==> src/rtl/alu_arbiter.sv <==
// Purpose : round-robin arbiter sharing one ALU between two requesters, one op in flight at a time.
// Latency : accept edge -> rsp_valid high ALU_LAT edges later; one op per ALU_LAT+2 cycles at best.
// Backpr. : readies are low outside IDLE; the response holds stable until rsp_ready, then returns to IDLE.
//
// Ports:
//   clk, reset                 clock; asynchronous active-low reset
//   req{0,1}_valid/ready       request handshake (ready is combinational in IDLE)
//   req{0,1}_A/B/opcode        request operands and opcode
//   rsp_valid/ready            response handshake
//   rsp_id/result/flags        requester id, captured result, {carryout,overflow,zero}
//   alu_A/B/opcode             registered operands/opcode driven to the ALU
//   alu_result/carryout/overflow/zero  ALU outputs, sampled ALU_LAT edges after issue
module alu_arbiter #(
  parameter int NUMBITS = 8,
  parameter int ALU_LAT = 1
) (
  input  logic               clk,
  input  logic               reset,
  input  logic               req0_valid,
  output logic               req0_ready,
  input  logic [NUMBITS-1:0] req0_A,
  input  logic [NUMBITS-1:0] req0_B,
  input  logic [2:0]         req0_opcode,
  input  logic               req1_valid,
  output logic               req1_ready,
  input  logic [NUMBITS-1:0] req1_A,
  input  logic [NUMBITS-1:0] req1_B,
  input  logic [2:0]         req1_opcode,
  output logic               rsp_valid,
  input  logic               rsp_ready,
  output logic               rsp_id,
  output logic [NUMBITS-1:0] rsp_result,
  output logic [2:0]         rsp_flags,
  output logic [NUMBITS-1:0] alu_A,
  output logic [NUMBITS-1:0] alu_B,
  output logic [2:0]         alu_opcode,
  input  logic [NUMBITS-1:0] alu_result,
  input  logic               alu_carryout,
  input  logic               alu_overflow,
  input  logic               alu_zero
);

  localparam int CNT_W = (ALU_LAT > 1) ? $clog2(ALU_LAT) : 1;

  typedef enum logic [1:0] {
    S_IDLE = 2'd0,
    S_WAIT = 2'd1,
    S_RESP = 2'd2
  } state_t;

  state_t             r_state;
  state_t             w_state_nxt;
  logic [CNT_W-1:0]   r_cnt;
  logic               r_ptr;       // 0: req0 has priority on a tie, 1: req1
  logic               r_id;
  logic [NUMBITS-1:0] r_alu_a;
  logic [NUMBITS-1:0] r_alu_b;
  logic [2:0]         r_alu_op;
  logic               r_rsp_vld;
  logic [NUMBITS-1:0] r_rsp_res;
  logic [2:0]         r_rsp_flg;

  logic               w_gnt0;
  logic               w_gnt1;
  logic               w_accept;
  logic               w_capture;

  // State register
  always_ff @(posedge clk or negedge reset) begin
    if (!reset) begin
      r_state <= S_IDLE;
    end else begin
      r_state <= w_state_nxt;
    end
  end

  // Next-state, grant and strobe decode
  always_comb begin
    w_state_nxt = r_state;
    w_gnt0      = 1'b0;
    w_gnt1      = 1'b0;
    w_accept    = 1'b0;
    w_capture   = 1'b0;
    case (r_state)
      S_IDLE: begin
        // A lone requester always wins; the pointer only breaks ties.
        if (req0_valid && (!req1_valid || !r_ptr)) begin
          w_gnt0 = 1'b1;
        end else if (req1_valid) begin
          w_gnt1 = 1'b1;
        end
        if (w_gnt0 || w_gnt1) begin
          w_accept    = 1'b1;
          w_state_nxt = S_WAIT;
        end
      end
      S_WAIT: begin
        if (r_cnt == '0) begin
          w_capture   = 1'b1;
          w_state_nxt = S_RESP;
        end
      end
      S_RESP: begin
        if (rsp_ready) begin
          w_state_nxt = S_IDLE;
        end
      end
      default: begin
        w_state_nxt = S_IDLE;
      end
    endcase
  end

  // Datapath: issue registers, latency counter, pointer and response capture
  always_ff @(posedge clk or negedge reset) begin
    if (!reset) begin
      r_cnt     <= '0;
      r_ptr     <= 1'b0;
      r_id      <= 1'b0;
      r_alu_a   <= '0;
      r_alu_b   <= '0;
      r_alu_op  <= '0;
      r_rsp_vld <= 1'b0;
      r_rsp_res <= '0;
      r_rsp_flg <= '0;
    end else begin
      if (w_accept) begin
        r_alu_a  <= w_gnt1 ? req1_A      : req0_A;
        r_alu_b  <= w_gnt1 ? req1_B      : req0_B;
        r_alu_op <= w_gnt1 ? req1_opcode : req0_opcode;
        r_id     <= w_gnt1;
        r_ptr    <= w_gnt0;   // hand priority to the requester that just lost
        r_cnt    <= CNT_W'(ALU_LAT - 1);
      end else if (r_state == S_WAIT && r_cnt != '0) begin
        r_cnt <= r_cnt - 1'b1;
      end

      if (w_capture) begin
        r_rsp_vld <= 1'b1;
        r_rsp_res <= alu_result;
        r_rsp_flg <= {alu_carryout, alu_overflow, alu_zero};
      end else if (r_state == S_RESP && rsp_ready) begin
        r_rsp_vld <= 1'b0;
      end
    end
  end

  // Readies are forced low while reset is held so every output reads 0 in reset.
  assign req0_ready = w_gnt0 & reset;
  assign req1_ready = w_gnt1 & reset;

  assign rsp_valid  = r_rsp_vld;
  assign rsp_id     = r_id;
  assign rsp_result = r_rsp_res;
  assign rsp_flags  = r_rsp_flg;
  assign alu_A      = r_alu_a;
  assign alu_B      = r_alu_b;
  assign alu_opcode = r_alu_op;

endmodule
==> config.mk <==
export PLATFORM = sky130hd
export DESIGN_NAME = alu_arbiter
export DESIGN_NICKNAME = d
export VERILOG_FILES = /design/src/rtl/alu_arbiter.sv
export SDC_FILE = /design/constraint.sdc
export NUM_CORES = 1
export LEC_CHECK = 0
export BUFFER_PORTS_ARGS = -buffer_cell sky130_fd_sc_hd__buf_2
export CORE_MARGIN = 10
export CORE_UTILIZATION = 45
export DETAILED_ROUTE_END_ITERATION = 10
export MAX_ROUTING_LAYER = met4
export PLACE_DENSITY = 0.91
export SLEW_MARGIN = 40
export SYNTH_ARGS = -nofsm -noshare
export SYNTH_HDL_FRONTEND = slang
export SYNTH_SLANG_ARGS = --single-unit
==> constraint.sdc <==
create_clock -name clk -period 2.1 [get_ports clk]
set_clock_uncertainty 0.15 [all_clocks]
set_input_delay 0 -clock clk [delete_from_list [all_inputs] [get_ports clk]]
set_output_delay 0 -clock clk [all_outputs]
set_load 0.01 [all_outputs]
==> impl_metrics.tcl <==
set metrics [dict create \
    status "finished, final reports clean" \
    hold_path.class "in2async" \
    worst_ep_required_time_ps 2170 \
    floorplan.core_area_mm2 0.00363 \
    avgSynthCellArea_um2 10.6 \
    postCtsSetupBuffers 0 \
    dr_total_vias 1901 \
    first_global_vias 2006 \
    synthesis.nets 214 \
    ctsRootBufferMaster "sky130_fd_sc_hd__clkbuf_8" \
    synth_top_cells_by_area "sky130_fd_sc_hd__dfrtp_1 53%, sky130_fd_sc_hd__o311ai_1 9.8%, sky130_fd_sc_hd__mux2_4 8.9%" \
    drt_first_iter_violations 117 \
    clock_latency_ps 290 \
    dpl-instance-area_mm2 0.00217 \
    worst-slew-pin-transition_ps 794 \
    max_slew_margin_pct 47.0 \
    synthesis.instances 160 \
    global_route.overflow_total 0 \
    number_of_remaining_drc_errors 0 \
    proportion_of_synthesized_chip_area_in_sequential_cells_pct 53.3 \
    synthMuxAreaShare_pct 9.55 \
    fin_crit_ps 2060 \
    synth_enable_flop_cells 0 \
    synthDistinctLibCells 23 \
    floorplan.io_pins 88 \
    htree_levels 2 \
    combinational_family_with_the_most_area_after_synthesis "compound AO/OA/AOI/OAI gates" \
    syn2layout_area_growth_pct 68.2 \
    area.sequential_um2 903 \
    die_w_um 81.3 \
    wirelength_mm 6.90 \
    clock_sink_count 36 \
    synthAdderAreaFrac_pct 0 \
    grt_start_max_net_pins 23 \
    start_util_pct 46.5 \
    yosys_top_cell_area_share_pct 53.3 \
    yosys_register_bits 36 \
    powerDensity_mw_per_mm2 1300 \
    ir_drop_v 0.000638 \
    global_route.usage.total_pct 21.4 \
    synth_common_cells "36 x sky130_fd_sc_hd__dfrtp_1, 20 x sky130_fd_sc_hd__inv_1, 19 x sky130_fd_sc_hd__nand3_1, 19 x sky130_fd_sc_hd__o311ai_1, 11 x sky130_fd_sc_hd__o21ai_1" \
    xor_and_xnor_fraction_of_the_mapped_netlist_area_pct 0 \
    portBuffers 87 \
    synth_most_common_cell "sky130_fd_sc_hd__dfrtp_1" \
    netlist.top_cell.by_area "sky130_fd_sc_hd__dfrtp_1" \
    area_of_the_multi_input_gates_um2 702 \
    timing.final.max_slew_violations 0 \
    critical_path.max_fanout 9 \
    first_pass_iters 4 \
    max_clock_freq_ghz 0.487 \
    fin_nets 355 \
    hold_viol 0 \
    synth_compound_gate_area_share_pct 17.8 \
    setup_viol 0 \
    wl_per_cell_um 19.7 \
    fillers 246 \
    cp.arrival_ps 2120 \
    clkSlewWorstSetupHoldPaths_ps 70 \
    yosys.area_share.simple_pct 11.4 \
    synth_async_sr_flop_share_pct 100 \
    timing.max_cap.violations 0 \
    worst_setup_path_start_kind "flop" \
    yosysWarnings 0 \
    power_leakage_nw 1.40 \
    hpwlAfterDp_mm 3.73 \
    total_cts_buffers 5 \
    weighted_congestion_at_the_end_of_routability_driven_global_placement 0.843 \
    final_cells 350 \
    die_h_um 81.3 \
    global_route_wire_length_before_repair_mm 10.5 \
    clock_tree.buffer_depth 2 \
    dp_worst_setup_slack_ps 532 \
    placed_insts 289 \
    final_core_utilization_pct 78.3 \
    cts_tree "built" \
    detail_route.vias_per_cell 5.43 \
    final.setup.worst_slack_ps 44.8 \
    postSynth.topFlopCell "sky130_fd_sc_hd__dfrtp_1" \
    criticalPathCategory "reg2reg" \
    post_synthesis_cell_area_mm2 0.00169 \
    fin_crit_sh_pct 97.9 \
    final_cell_area_mm2 0.00284 \
    antenna_found_initial 1 \
    fp.dieArea_mm2 0.00661 \
    route.antenna.remaining_nets 0 \
    endpoint_kind "flop" \
    placementRows 22 \
    layout-drive-gt1-share_pct 39.9 \
]
-- worst max-delay path, stage by stage, from the launching register on --
cell	delay, ps
sky130_fd_sc_hd__dfrtp_1	410
sky130_fd_sc_hd__nand2b_1	180
sky130_fd_sc_hd__and2_1	180
sky130_fd_sc_hd__buf_4	170
sky130_fd_sc_hd__o311ai_1	290
sky130_fd_sc_hd__dlygate4sd3_1	600
-- sequential cells by signal, summed over array words and instances, names as in the netlist --
name	flops
alu_A	8
alu_B	8
rsp_result	8
alu_opcode	3
rsp_flags	3
r_state	2
r_cnt	1
r_ptr	1
rsp_id	1
rsp_valid	1
-- metrics by stage --
stage               hold WS [ps]  total power [mW]  setup TNS, ps
global route                74.2              3.93          -25.3
global placement            -197              2.81              0
floorplan                   -446              2.27              0
CTS                         37.3              3.54              0
detailed placement          -191              2.87              0
finish                      31.2              3.70              0
-- power by group --
group | leakage [nW] | switching, mW | total, mW | internal [mW]
clock | 0.0503 | 0.239 | 0.531 | 0.292
combinational | 0.922 | 0.989 | 1.89 | 0.901
sequential | 0.427 | 0.224 | 1.27 | 1.05
-- worst paths after layout --
kind                             from           end  slack (ps)  cells past startpoint
hold / removal                  reset  rsp_flags[0]          30                      2
hold reg to reg                rsp_id        rsp_id         340                      1
setup reg to reg                r_ptr      alu_B[6]          40                      5
setup / recovery                r_ptr      alu_B[6]          40                      5
max in group asynchronous       reset      alu_B[2]        1150                      3
min in group clk           req0_valid    r_state[0]         150                      3
-- logic make-up after synthesis --
kind of cell           Yosys count
AND/OR/NAND/NOR                 36
AO/OA/AOI/OAI                   45
buffers and inverters           32
multiplexers                    11
flip-flops                      36
-- routing by layer --
| layer | track usage [%] | wire length (um) | part of all wire [%] |
|---|---|---|---|
| met1 | 22.7 | 2560 | 37 |
| met2 | 35.8 | 3460 | 50 |
| met3 | 6.95 | 618 | 9.0 |
| met4 | 9.34 | 259 | 3.8 |
| met5 | - | 0 | 0 |
-- cells in the final DEF, fill, tap and decap left out, types with 2 or more instances in the layout --
cell type,count
sky130_fd_sc_hd__buf_2,87
sky130_fd_sc_hd__dlygate4sd3_1,52
sky130_fd_sc_hd__dfrtp_1,34
sky130_fd_sc_hd__inv_1,20
sky130_fd_sc_hd__nand3_1,19
sky130_fd_sc_hd__o311ai_1,18
sky130_fd_sc_hd__mux2_4,10
sky130_fd_sc_hd__o21ai_0,10
sky130_fd_sc_hd__o21ai_1,9
sky130_fd_sc_hd__clkbuf_8,7
sky130_fd_sc_hd__buf_4,5
sky130_fd_sc_hd__nor2_1,4
sky130_fd_sc_hd__nand2b_1,3
sky130_fd_sc_hd__a21oi_1,3
sky130_fd_sc_hd__nand2_1,2
sky130_fd_sc_hd__and3_1,2
sky130_fd_sc_hd__o21ai_2,2
sky130_fd_sc_hd__dfrtp_2,2
-- final cells by class --
class,count,share of cell area (%)
multi-input cells,93,24.7
clock buffers,7,3.39
repair buffers,145,35.3
flip-flops and latches,36,31.8
well taps,48,2.11
inverters,20,2.64
diodes,1,0.0880
-- repair_timing --
item,CTS,global route
hold endpoints to repair,69,0
endpoints found under the setup margin,0,3
gates resized for setup,0,10
hold buffers,52,0
No activity file was read; power rests on OpenSTA's default activity.
